<file path="src/rtl/radix64_seq_mul_ctrl_pkg.sv">
// ----------------------------------------------------------------------------
// mul_pkg
// Shared widths, the FSM state type and two small helpers for the radix-64
// sequential multiplier controller and its partial-product generator.
//   X_W        multiplicand width (21)
//   DIGIT_W    multiplier bits retired per RUN cycle (6)
//   NUM_DIGITS digits per operation (4), so Y_W = 24
//   PP_W       partial-product / adder B width (27)
//   ADD_A_W    running high accumulator / adder A width (33)
//   SUM_W      adder sum width (34)
//   PROD_W     final product width (45)
// ----------------------------------------------------------------------------
package mul_pkg;

  localparam int X_W        = 21;
  localparam int DIGIT_W    = 6;
  localparam int NUM_DIGITS = 4;
  localparam int Y_W        = DIGIT_W * NUM_DIGITS;
  localparam int PP_W       = 27;
  localparam int ADD_A_W    = 33;
  localparam int SUM_W      = 34;
  localparam int PROD_W     = 45;
  localparam int CNT_W      = $clog2(NUM_DIGITS);

  typedef enum logic [1:0] {
    IDLE = 2'd0,
    RUN  = 2'd1,
    DONE = 2'd2
  } state_e;

  // The low DIGIT_W bits of each sum are final product bits; everything
  // above them becomes the next running high accumulator.  Bit 33 of the
  // sum is always zero, so dropping it in the cast loses nothing.
  function automatic logic [ADD_A_W-1:0] next_acc_hi(input logic [SUM_W-1:0] sum);
    return ADD_A_W'(sum >> DIGIT_W);
  endfunction

  // Shift the freshly settled digit into the top of the low product word.
  function automatic logic [Y_W-1:0] next_lo(input logic [SUM_W-1:0] sum,
                                             input logic [Y_W-1:0]   lo);
    return {sum[DIGIT_W-1:0], lo[Y_W-1:DIGIT_W]};
  endfunction

endpackage

</file>
<file path="src/rtl/radix64_seq_mul_ctrl_if.sv">
// ----------------------------------------------------------------------------
// radix64_seq_mul_ctrl_if
// Operand / product handshake bundle for the radix-64 sequential multiplier.
//   in_valid/in_ready/in_x/in_y      operand pair, valid/ready
//   out_valid/out_ready/out_product  product, valid/ready
// Modports:
//   slave  - the multiplier controller (accepts operands, returns product)
//   master - the environment that issues operands and consumes products
// ----------------------------------------------------------------------------
interface radix64_seq_mul_ctrl_if;
  import mul_pkg::*;

  logic              in_valid;
  logic              in_ready;
  logic [X_W-1:0]    in_x;
  logic [Y_W-1:0]    in_y;
  logic              out_valid;
  logic              out_ready;
  logic [PROD_W-1:0] out_product;

  modport slave (
    input  in_valid, in_x, in_y, out_ready,
    output in_ready, out_valid, out_product
  );

  modport master (
    output in_valid, in_x, in_y, out_ready,
    input  in_ready, out_valid, out_product
  );

endinterface

</file>
<file path="src/rtl/radix64_seq_mul_ctrl_pp_gen.sv">
// ----------------------------------------------------------------------------
// pp_gen_21x6
// Combinational partial-product generator: one 21-bit multiplicand times one
// 6-bit multiplier digit.  The 27-bit result cannot overflow
// ((2^21-1)*(2^6-1) < 2^27).
//   x_i   in  21  multiplicand
//   d_i   in   6  multiplier digit
//   pp_o  out 27  x_i * d_i
// ----------------------------------------------------------------------------
module pp_gen_21x6
  import mul_pkg::*;
(
  input  logic [X_W-1:0]     x_i,
  input  logic [DIGIT_W-1:0] d_i,
  output logic [PP_W-1:0]    pp_o
);

  assign pp_o = PP_W'(x_i) * PP_W'(d_i);

endmodule

</file>
<file path="src/rtl/radix64_seq_mul_ctrl.sv">
// ----------------------------------------------------------------------------
// radix64_seq_mul_ctrl
// Sequential radix-64 shift-add multiplier controller.  It sits directly
// upstream of an external 33+27->34-bit unsigned adder: each RUN cycle it
// presents the running high accumulator (add_a) and one partial product
// X * digit (add_b) to the adder and consumes the combinational sum
// (add_sum) in the same cycle.  Four digits produce the 45-bit product.
//
// Ports:
//   clk       in   1   clock, rising edge
//   rst_n     in   1   synchronous active-low reset
//   bus       slave modport of radix64_seq_mul_ctrl_if
//               in_valid/in_ready/in_x/in_y, out_valid/out_ready/out_product
//   busy      out  1   state != IDLE
//   add_a     out 33   adder operand A (acc_hi in RUN, else 0)
//   add_b     out 27   adder operand B (partial product in RUN, else 0)
//   add_sum   in  34   adder result, same cycle
//
// Configuration:
//   EARLY_ZERO_EN  when defined, an accepted operand pair with a zero operand
//                  goes straight to DONE with product 0, skipping RUN.
// ----------------------------------------------------------------------------
module radix64_seq_mul_ctrl
  import mul_pkg::*;
(
  input  logic                clk,
  input  logic                rst_n,
  radix64_seq_mul_ctrl_if.slave bus,
  output logic                busy,
  output logic [ADD_A_W-1:0]  add_a,
  output logic [PP_W-1:0]     add_b,
  input  logic [SUM_W-1:0]    add_sum
);

  state_e             state_q,     state_d;
  logic [X_W-1:0]     x_q,         x_d;
  logic [Y_W-1:0]     y_q,         y_d;
  logic [ADD_A_W-1:0] acc_hi_q,    acc_hi_d;
  logic [Y_W-1:0]     lo_q,        lo_d;
  logic [CNT_W-1:0]   cnt_q,       cnt_d;
  logic               out_valid_q, out_valid_d;
  logic               busy_q,      busy_d;

  logic [PP_W-1:0]    pp;
  logic               accept;
  logic               in_run;

  // Partial product of the current low digit of the shifting multiplier.
  pp_gen_21x6 u_pp_gen (
    .x_i  (x_q),
    .d_i  (y_q[DIGIT_W-1:0]),
    .pp_o (pp)
  );

  // in_ready must drop as soon as rst_n falls, so it is not registered.
  assign bus.in_ready = rst_n && (state_q == IDLE);
  assign accept       = bus.in_valid && bus.in_ready;
  assign in_run       = (state_q == RUN);

  // Adder operands are held at zero outside RUN so the downstream adder sees
  // quiet inputs and any X on add_sum outside RUN never reaches state.
  assign add_a = in_run ? acc_hi_q : '0;
  assign add_b = in_run ? pp       : '0;

  assign bus.out_valid   = out_valid_q;
  assign bus.out_product = {acc_hi_q[X_W-1:0], lo_q};
  assign busy            = busy_q;

  always_comb begin
    state_d     = state_q;
    x_d         = x_q;
    y_d         = y_q;
    acc_hi_d    = acc_hi_q;
    lo_d        = lo_q;
    cnt_d       = cnt_q;
    out_valid_d = out_valid_q;
    busy_d      = busy_q;

    unique case (state_q)
      IDLE: begin
        if (accept) begin
          x_d      = bus.in_x;
          y_d      = bus.in_y;
          acc_hi_d = '0;
          lo_d     = '0;
          cnt_d    = '0;
          busy_d   = 1'b1;
`ifdef EARLY_ZERO_EN
          // Zero times anything: the cleared accumulators already hold the
          // answer, so the product is ready one cycle after accept.
          if ((bus.in_x == '0) || (bus.in_y == '0)) begin
            state_d     = DONE;
            out_valid_d = 1'b1;
          end else begin
            state_d = RUN;
          end
`else
          state_d = RUN;
`endif
        end
      end

      RUN: begin
        acc_hi_d = next_acc_hi(add_sum);
        lo_d     = next_lo(add_sum, lo_q);
        y_d      = y_q >> DIGIT_W;
        cnt_d    = cnt_q + CNT_W'(1);
        if (cnt_q == CNT_W'(NUM_DIGITS - 1)) begin
          state_d     = DONE;
          out_valid_d = 1'b1;
        end
      end

      DONE: begin
        if (bus.out_ready) begin
          state_d     = IDLE;
          out_valid_d = 1'b0;
          busy_d      = 1'b0;
        end
      end

      default: begin
        state_d     = IDLE;
        out_valid_d = 1'b0;
        busy_d      = 1'b0;
      end
    endcase
  end

  // Reset abandons any operation in flight; nothing is emitted afterwards.
  always_ff @(posedge clk) begin
    if (!rst_n) begin
      state_q     <= IDLE;
      x_q         <= '0;
      y_q         <= '0;
      acc_hi_q    <= '0;
      lo_q        <= '0;
      cnt_q       <= '0;
      out_valid_q <= 1'b0;
      busy_q      <= 1'b0;
    end else begin
      state_q     <= state_d;
      x_q         <= x_d;
      y_q         <= y_d;
      acc_hi_q    <= acc_hi_d;
      lo_q        <= lo_d;
      cnt_q       <= cnt_d;
      out_valid_q <= out_valid_d;
      busy_q      <= busy_d;
    end
  end

endmodule

</file>
<file path="src/flat_wrapper.sv">
// flat-port wrapper written by rule: the top's interface ports become plain ports
module radix64_seq_mul_ctrl_flat import mul_pkg::*;
  (clk, rst_n, busy, add_a, add_b, add_sum, bus_in_valid, bus_in_x, bus_in_y, bus_out_ready, bus_in_ready, bus_out_valid, bus_out_product);
  radix64_seq_mul_ctrl_if bus_i ();
  input  logic clk;
  input  logic rst_n;
  output logic busy;
  output logic [ADD_A_W-1:0] add_a;
  output logic [PP_W-1:0] add_b;
  input  logic [SUM_W-1:0] add_sum;
  input wire logic [$bits(bus_i.in_valid)-1:0] bus_in_valid;
  input wire logic [$bits(bus_i.in_x)-1:0] bus_in_x;
  input wire logic [$bits(bus_i.in_y)-1:0] bus_in_y;
  input wire logic [$bits(bus_i.out_ready)-1:0] bus_out_ready;
  output wire logic [$bits(bus_i.in_ready)-1:0] bus_in_ready;
  output wire logic [$bits(bus_i.out_valid)-1:0] bus_out_valid;
  output wire logic [$bits(bus_i.out_product)-1:0] bus_out_product;
  assign bus_i.in_valid = bus_in_valid;
  assign bus_i.in_x = bus_in_x;
  assign bus_i.in_y = bus_in_y;
  assign bus_i.out_ready = bus_out_ready;
  assign bus_in_ready = bus_i.in_ready;
  assign bus_out_valid = bus_i.out_valid;
  assign bus_out_product = bus_i.out_product;
  radix64_seq_mul_ctrl u_core (.clk(clk), .rst_n(rst_n), .bus(bus_i), .busy(busy), .add_a(add_a), .add_b(add_b), .add_sum(add_sum));
endmodule
</file>
<file path="config.mk">
export PLATFORM = sky130hd
export DESIGN_NAME = radix64_seq_mul_ctrl_flat
export DESIGN_NICKNAME = d
export VERILOG_FILES = /design/src/rtl/radix64_seq_mul_ctrl_pkg.sv /design/src/rtl/radix64_seq_mul_ctrl_if.sv /design/src/rtl/radix64_seq_mul_ctrl_pp_gen.sv /design/src/rtl/radix64_seq_mul_ctrl.sv /design/src/flat_wrapper.sv
export SDC_FILE = /design/constraint.sdc
export NUM_CORES = 1
export LEC_CHECK = 0
export CAP_MARGIN = 20
export CORE_ASPECT_RATIO = 0.6
export CORE_MARGIN = 2
export CORE_UTILIZATION = 48
export CTS_BUF_LIST = sky130_fd_sc_hd__clkbuf_4
export DETAILED_ROUTE_END_ITERATION = 10
export PLACE_DENSITY = 0.92
export SLEW_MARGIN = 40
export SYNTH_ARGS = -nofsm -noshare
export SYNTH_HDL_FRONTEND = slang
export SYNTH_SLANG_ARGS = --single-unit
</file>
<file path="constraint.sdc">
create_clock -name clk -period 4.8 [get_ports clk]
set_clock_uncertainty 0.15 [all_clocks]
set_input_delay 0.96 -clock clk [delete_from_list [all_inputs] [get_ports clk]]
set_output_delay 0.96 -clock clk [all_outputs]
set_load 0.05 [all_outputs]
</file>
---- Word level (Yosys, flattened, before mapping) ----
Index checks and enable logic that the tools add are counted.
cells by class
  reduce and logical (&&, ||, !) cells .... 9
  equality and inequality tests ........... 6
  multiplexer cells ....................... 19
  add/subtract/negate cells ............... 1
  bitwise logic cells ..................... 2
  multipliers ............................. 1
operator list
  operator             count
  $pmux 24 s2          2
  $mux 33              2
  $pmux 33 s2          1
  $mux 24              2
  $mul 21x6->27        1
  $mux 27              1
  $reduce_and 3->1     3
  $mux 2               4
  $pmux 1 s3           2
  $pmux 2 s3           1
  $eq 2x2->1 const B   2
  $ne 2x2->1 const B   2
  $pmux 2 s2           1
  $reduce_and 2->1     2
  $mux 1               3
  $add 2x1->2 const B  1
  $eq 2x1->1 const B   1
  $logic_and 1x1->1    2
  $logic_not 2->1      1
  $ne 2x1->1 const B   1
  $not 1->1            2
  $reduce_bool 2->1    1
storage, ports and cells
  register bits ........................... 108
  input port bits ......................... 83

---- Longest topological paths before layout ----
  depth in word-level cells ............... 5
  gate-level depth with buffers ........... 16
  mapped depth without buffers ............ 15

---- Modules after synthesis ----
Synthesis repeated with hierarchy kept, for this count alone.
second synthesis, totals
  cells, all modules ...................... 980
  area total of the unflattened synthesis .. 8528.2 sq um
by module, submodules not included
  module                instances  sequential area each (sq um)  area each (sq um)  cells each
  radix64_seq_mul_ctrl  1          2062.0                        4403.0             474
  pp_gen_21x6           1          0.0                           4125.2             506

---- Worst setup path after synthesis ----
No wires, ideal clock.
  path kind ............................... register to output
  start ................................... register u_core.y_q[5]
  end ..................................... output port add_b[23]
  arrival time ............................ 4.707 ns
  required time ........................... 3.690 ns
  slack ................................... -1.017 ns
  stages on the path, launching flop included .. 15
  cells stage by stage .................... dfxtp_1 -> clkbuf_1 -> nand2_1 -> fa_1 -> fa_1 -> fa_1 -> inv_1 -> ha_1 -> nor2b_4 -> o2111ai_1 -> nor4bb_4 -> o21ai_2 -> o21ai_0 -> a21oi_1 -> nor3_1
between the ends
  cells in the longest elaborated chain, start to end .. 2
ends and longest elaborated chain
  what                    line                               RTL
  start, declared         radix64_seq_mul_ctrl.sv:37         logic [Y_W-1:0] y_q, y_d;
  start signal, assigned  radix64_seq_mul_ctrl.sv:144        y_q <= y_d;
  $mul 21x6->27           radix64_seq_mul_ctrl_pp_gen.sv:18  assign pp_o = PP_W'(x_i) * PP_W'(d_i);
  $mux 27                 radix64_seq_mul_ctrl.sv:63         assign add_b = in_run ? pp : '0;
  end, declared           flat_wrapper.sv:9                  output logic [PP_W-1:0] add_b;
No other way between the ends.

---- Worst setup path after layout ----
  start ................................... register u_core.y_q[2]
  end ..................................... output port add_b[23]
The elaborated chain is that of the path after synthesis.

==> reports/metrics.yaml <==
report.final.slew_viol_count: 0
rsz0062_at_grt: "yes"
ys_types: 54
multiInputGateArea_um2: 6560
crit_fanout: 7
max_stage_delay_ns: 0.58
worst-path-buf-inv: 5
swShare: 0.389
crit_type: "flip-flop to primary output"
critPathArrivalTime_ns: 4.70
drt_first_pass_iters: 7
diodes: 0
ys_seq_area_frac: 0.240
seqCellArea_um2: 2090
p_sw_mw: 0.911
grt_pass1_wl_um: 40300
worst_hold_slack_ns: 0.324
status: "complete, but fails checks"
power_leakage_nw: 5.54
start_util: 0.497
post_drt_wl_per_cell_um: 17.8
pwr-share-comb: 0.386
viasPerCell: 5.44
synth_edf_count: 0
worst_pin_slew_ns: 0.662
synth_warnings: 0
cts_root_buf: "clkbuf_4"
clock-sinks: 103
dp_slack_ns: -0.648
drive_gt1_frac: 0.247
hold_viol: 0
clock_power_share: 0.206
grt_start_max_net_pins: 100
die_x_um: 177
synth_cells: 1066
area_growth_pct: 46.2
rr_worst_depth: 5
ant_nets: 0
clock.fmax_mhz: 172
ir_drop_mv: 0.148
cp.depth: 17
instances_no_fill: 1532
clock_path_buffers: 2
reg2reg_slack_ns: 2.03
hpwl_um: 17900
nets: 1489
setup_violations: 22
avgSynthCellArea_um2: 8.06
end_kind: "primary output"
dr_total_vias: 8333
track_usage: 0.266
synth.top_cells.by_area: "dfxtp_1, fa_1, and2_1"
synth_async_sr_flop_share: 0
antenna_found_initial: 1
min_period_over_period: 1.21
drc: 0
crit_path_frequent_cell: "fa_1"
crit_chain: "buf_6, buf_4, and2_1, fa_1, fa_1, inv_1, fa_1, inv_2, ha_4, a21oi_2, o21bai_1, a211o_1, o221a_2, o21ai_1, and3_1, nor3_4, buf_12"
p_int_mw: 1.43
syn_area_um2: 8600
h-tree-depth: 3
failed_checks: "negative setup slack"
grt-ovfl-total: 0
hold_path.class: "flip-flop to flip-flop"
rows: 37
yosys_register_bits: 103
dp_cells: 1487
relSlewSlack: 0.559
cp.required_ns: 3.69
gp_congestion: 0.905
clkTransAtPathRegs_ns: 0.22
ios: 191
timing.final.ws_setup_ns: -1.01
tns_ns: -16.34
ctsHoldBuffers: 0
core_um2: 17300
drt_iter0_markers: 557
fin_crit_ns: 5.81
io_buffers: 185
path_delay_family: "adder cells"
dieArea_um2: 19000
hold_path_depth: 2
n_fill_cell: 1238
synth.most_common_cell: "nand2_1"
critPathLaunchType: "flip-flop"
cts_made_buffers: 9
synth_top_cell_by_area: "dfxtp_1"
ys.flop_type: "dfxtp_1"
p_seq_frac: 0.408
fin_util: 0.726
die_h_um: 108
clk_latency_ns: 0.49
cp_slowest_cell: "fa_1"
cts_tree: "yes"
grt_pass1_vias: 8164
drv_cap: 0
power.density_nw_per_um2: 187
ys_top_cells_by_count: "nand2_1, and2_1, inv_1"
synth_top_area_share: 0.240
routed_wl_um: 27200
## cells in the final DEF (no fill, tap or decap), types with 4 or more instances in the layout
| cell | n |
|---|---|
| dfxtp_1 | 92 |
| o21ai_2 | 5 |
| nor2_2 | 5 |
| nand2_1 | 168 |
| a21oi_4 | 5 |
| o21ai_0 | 6 |
| nor2_4 | 14 |
| buf_12 | 23 |
| buf_6 | 17 |
| inv_2 | 16 |
| a21oi_1 | 14 |
| o21ai_1 | 5 |
| a21boi_0 | 53 |
| ha_1 | 18 |
| dfxtp_4 | 5 |
| fa_1 | 74 |
| conb_1 | 5 |
| clkdlybuf4s50_1 | 160 |
| nor2_1 | 12 |
| xor2_1 | 5 |
| inv_1 | 93 |
| and2_4 | 33 |
| nand3_1 | 97 |
| ha_4 | 18 |
| nor2b_1 | 5 |
| clkbuf_4 | 9 |
| a21oi_2 | 6 |
| xor2_2 | 4 |
| o211a_1 | 18 |
| and2_1 | 117 |
| dfxtp_2 | 6 |
| buf_4 | 98 |
| a21o_1 | 7 |
## state kept, by name (all words and copies together), names as in the netlist
register,flops
u_core.bus.out_valid,1
u_core.busy,1
u_core.y_q,24
u_core.lo_q,24
u_core.x_q,21
u_core.cnt_q,2
u_core.acc_hi_q,28
u_core.state_q,2
## through the flow
stage	instance area (um2)	total power [mW]
after CTS	12100	2.27
after global placement	11500	1.73
final	12600	2.35
after global routing	12600	2.46
after detailed placement	11600	1.75
after floorplan	9020	1.46
## repair_timing
action                     CTS  global route
gates resized for setup     70            87
setup endpoints to repair   24            23
setup buffers               14            17
hold endpoints to repair     0             0
pin swaps                   29            76
## worst min-delay path, stage by stage, from the launching register on
cell and delay, ns:
dfxtp_1 0.35, nand2_1 0.05, a21oi_1 0.05
## final timing paths
path | start | endpoint
worst min-delay path | u_core.y_q[18] | u_core.y_q[18]
worst min register to register | u_core.y_q[18] | u_core.y_q[18]
worst max register to register | u_core.state_q[1] | u_core.acc_hi_q[10]
worst max-delay path | u_core.y_q[2] | add_b[23]
## cells by family after synthesis
group                      count (synthesis)  share of synthesized area
AOI/OAI and AO/OA                        149                      0.126
xor gates and xnor gates                  17                     0.0173
muxes                                      2                    0.00233
adders and majority gates                113                      0.232
and+or+nand+nor                          481                      0.281
DFF                                      103                      0.240
buffers and inverters                    200                      0.101
other                                      1                   0.000436
## power by group through the flow
stage	clock network, mW	logic, mW	registers [mW]
final	0.484	0.905	0.957
after global routing	0.527	0.969	0.963
after CTS	0.494	0.824	0.957
after detailed placement	0	0.777	0.977
after global placement	0	0.757	0.973
after floorplan	0	0.494	0.967
## layout make-up
class                      count  area share
clock buffer                   9     0.00538
tap                          234      0.0233
inverter                     109      0.0326
clock inverter                 7     0.00637
timing repair buffer         303       0.244
sequential                   103       0.166
multi-input combinational    767       0.522
## metal layers
layer,wire (um),track usage,vias to the layer above
met5,0,0,-
met4,870,0.0649,0
met3,2000,0.0526,78
met2,12900,0.443,366
met1,11500,0.356,4065
li1,-,-,3824
Note: power is estimated with default switching activity, not from simulation.
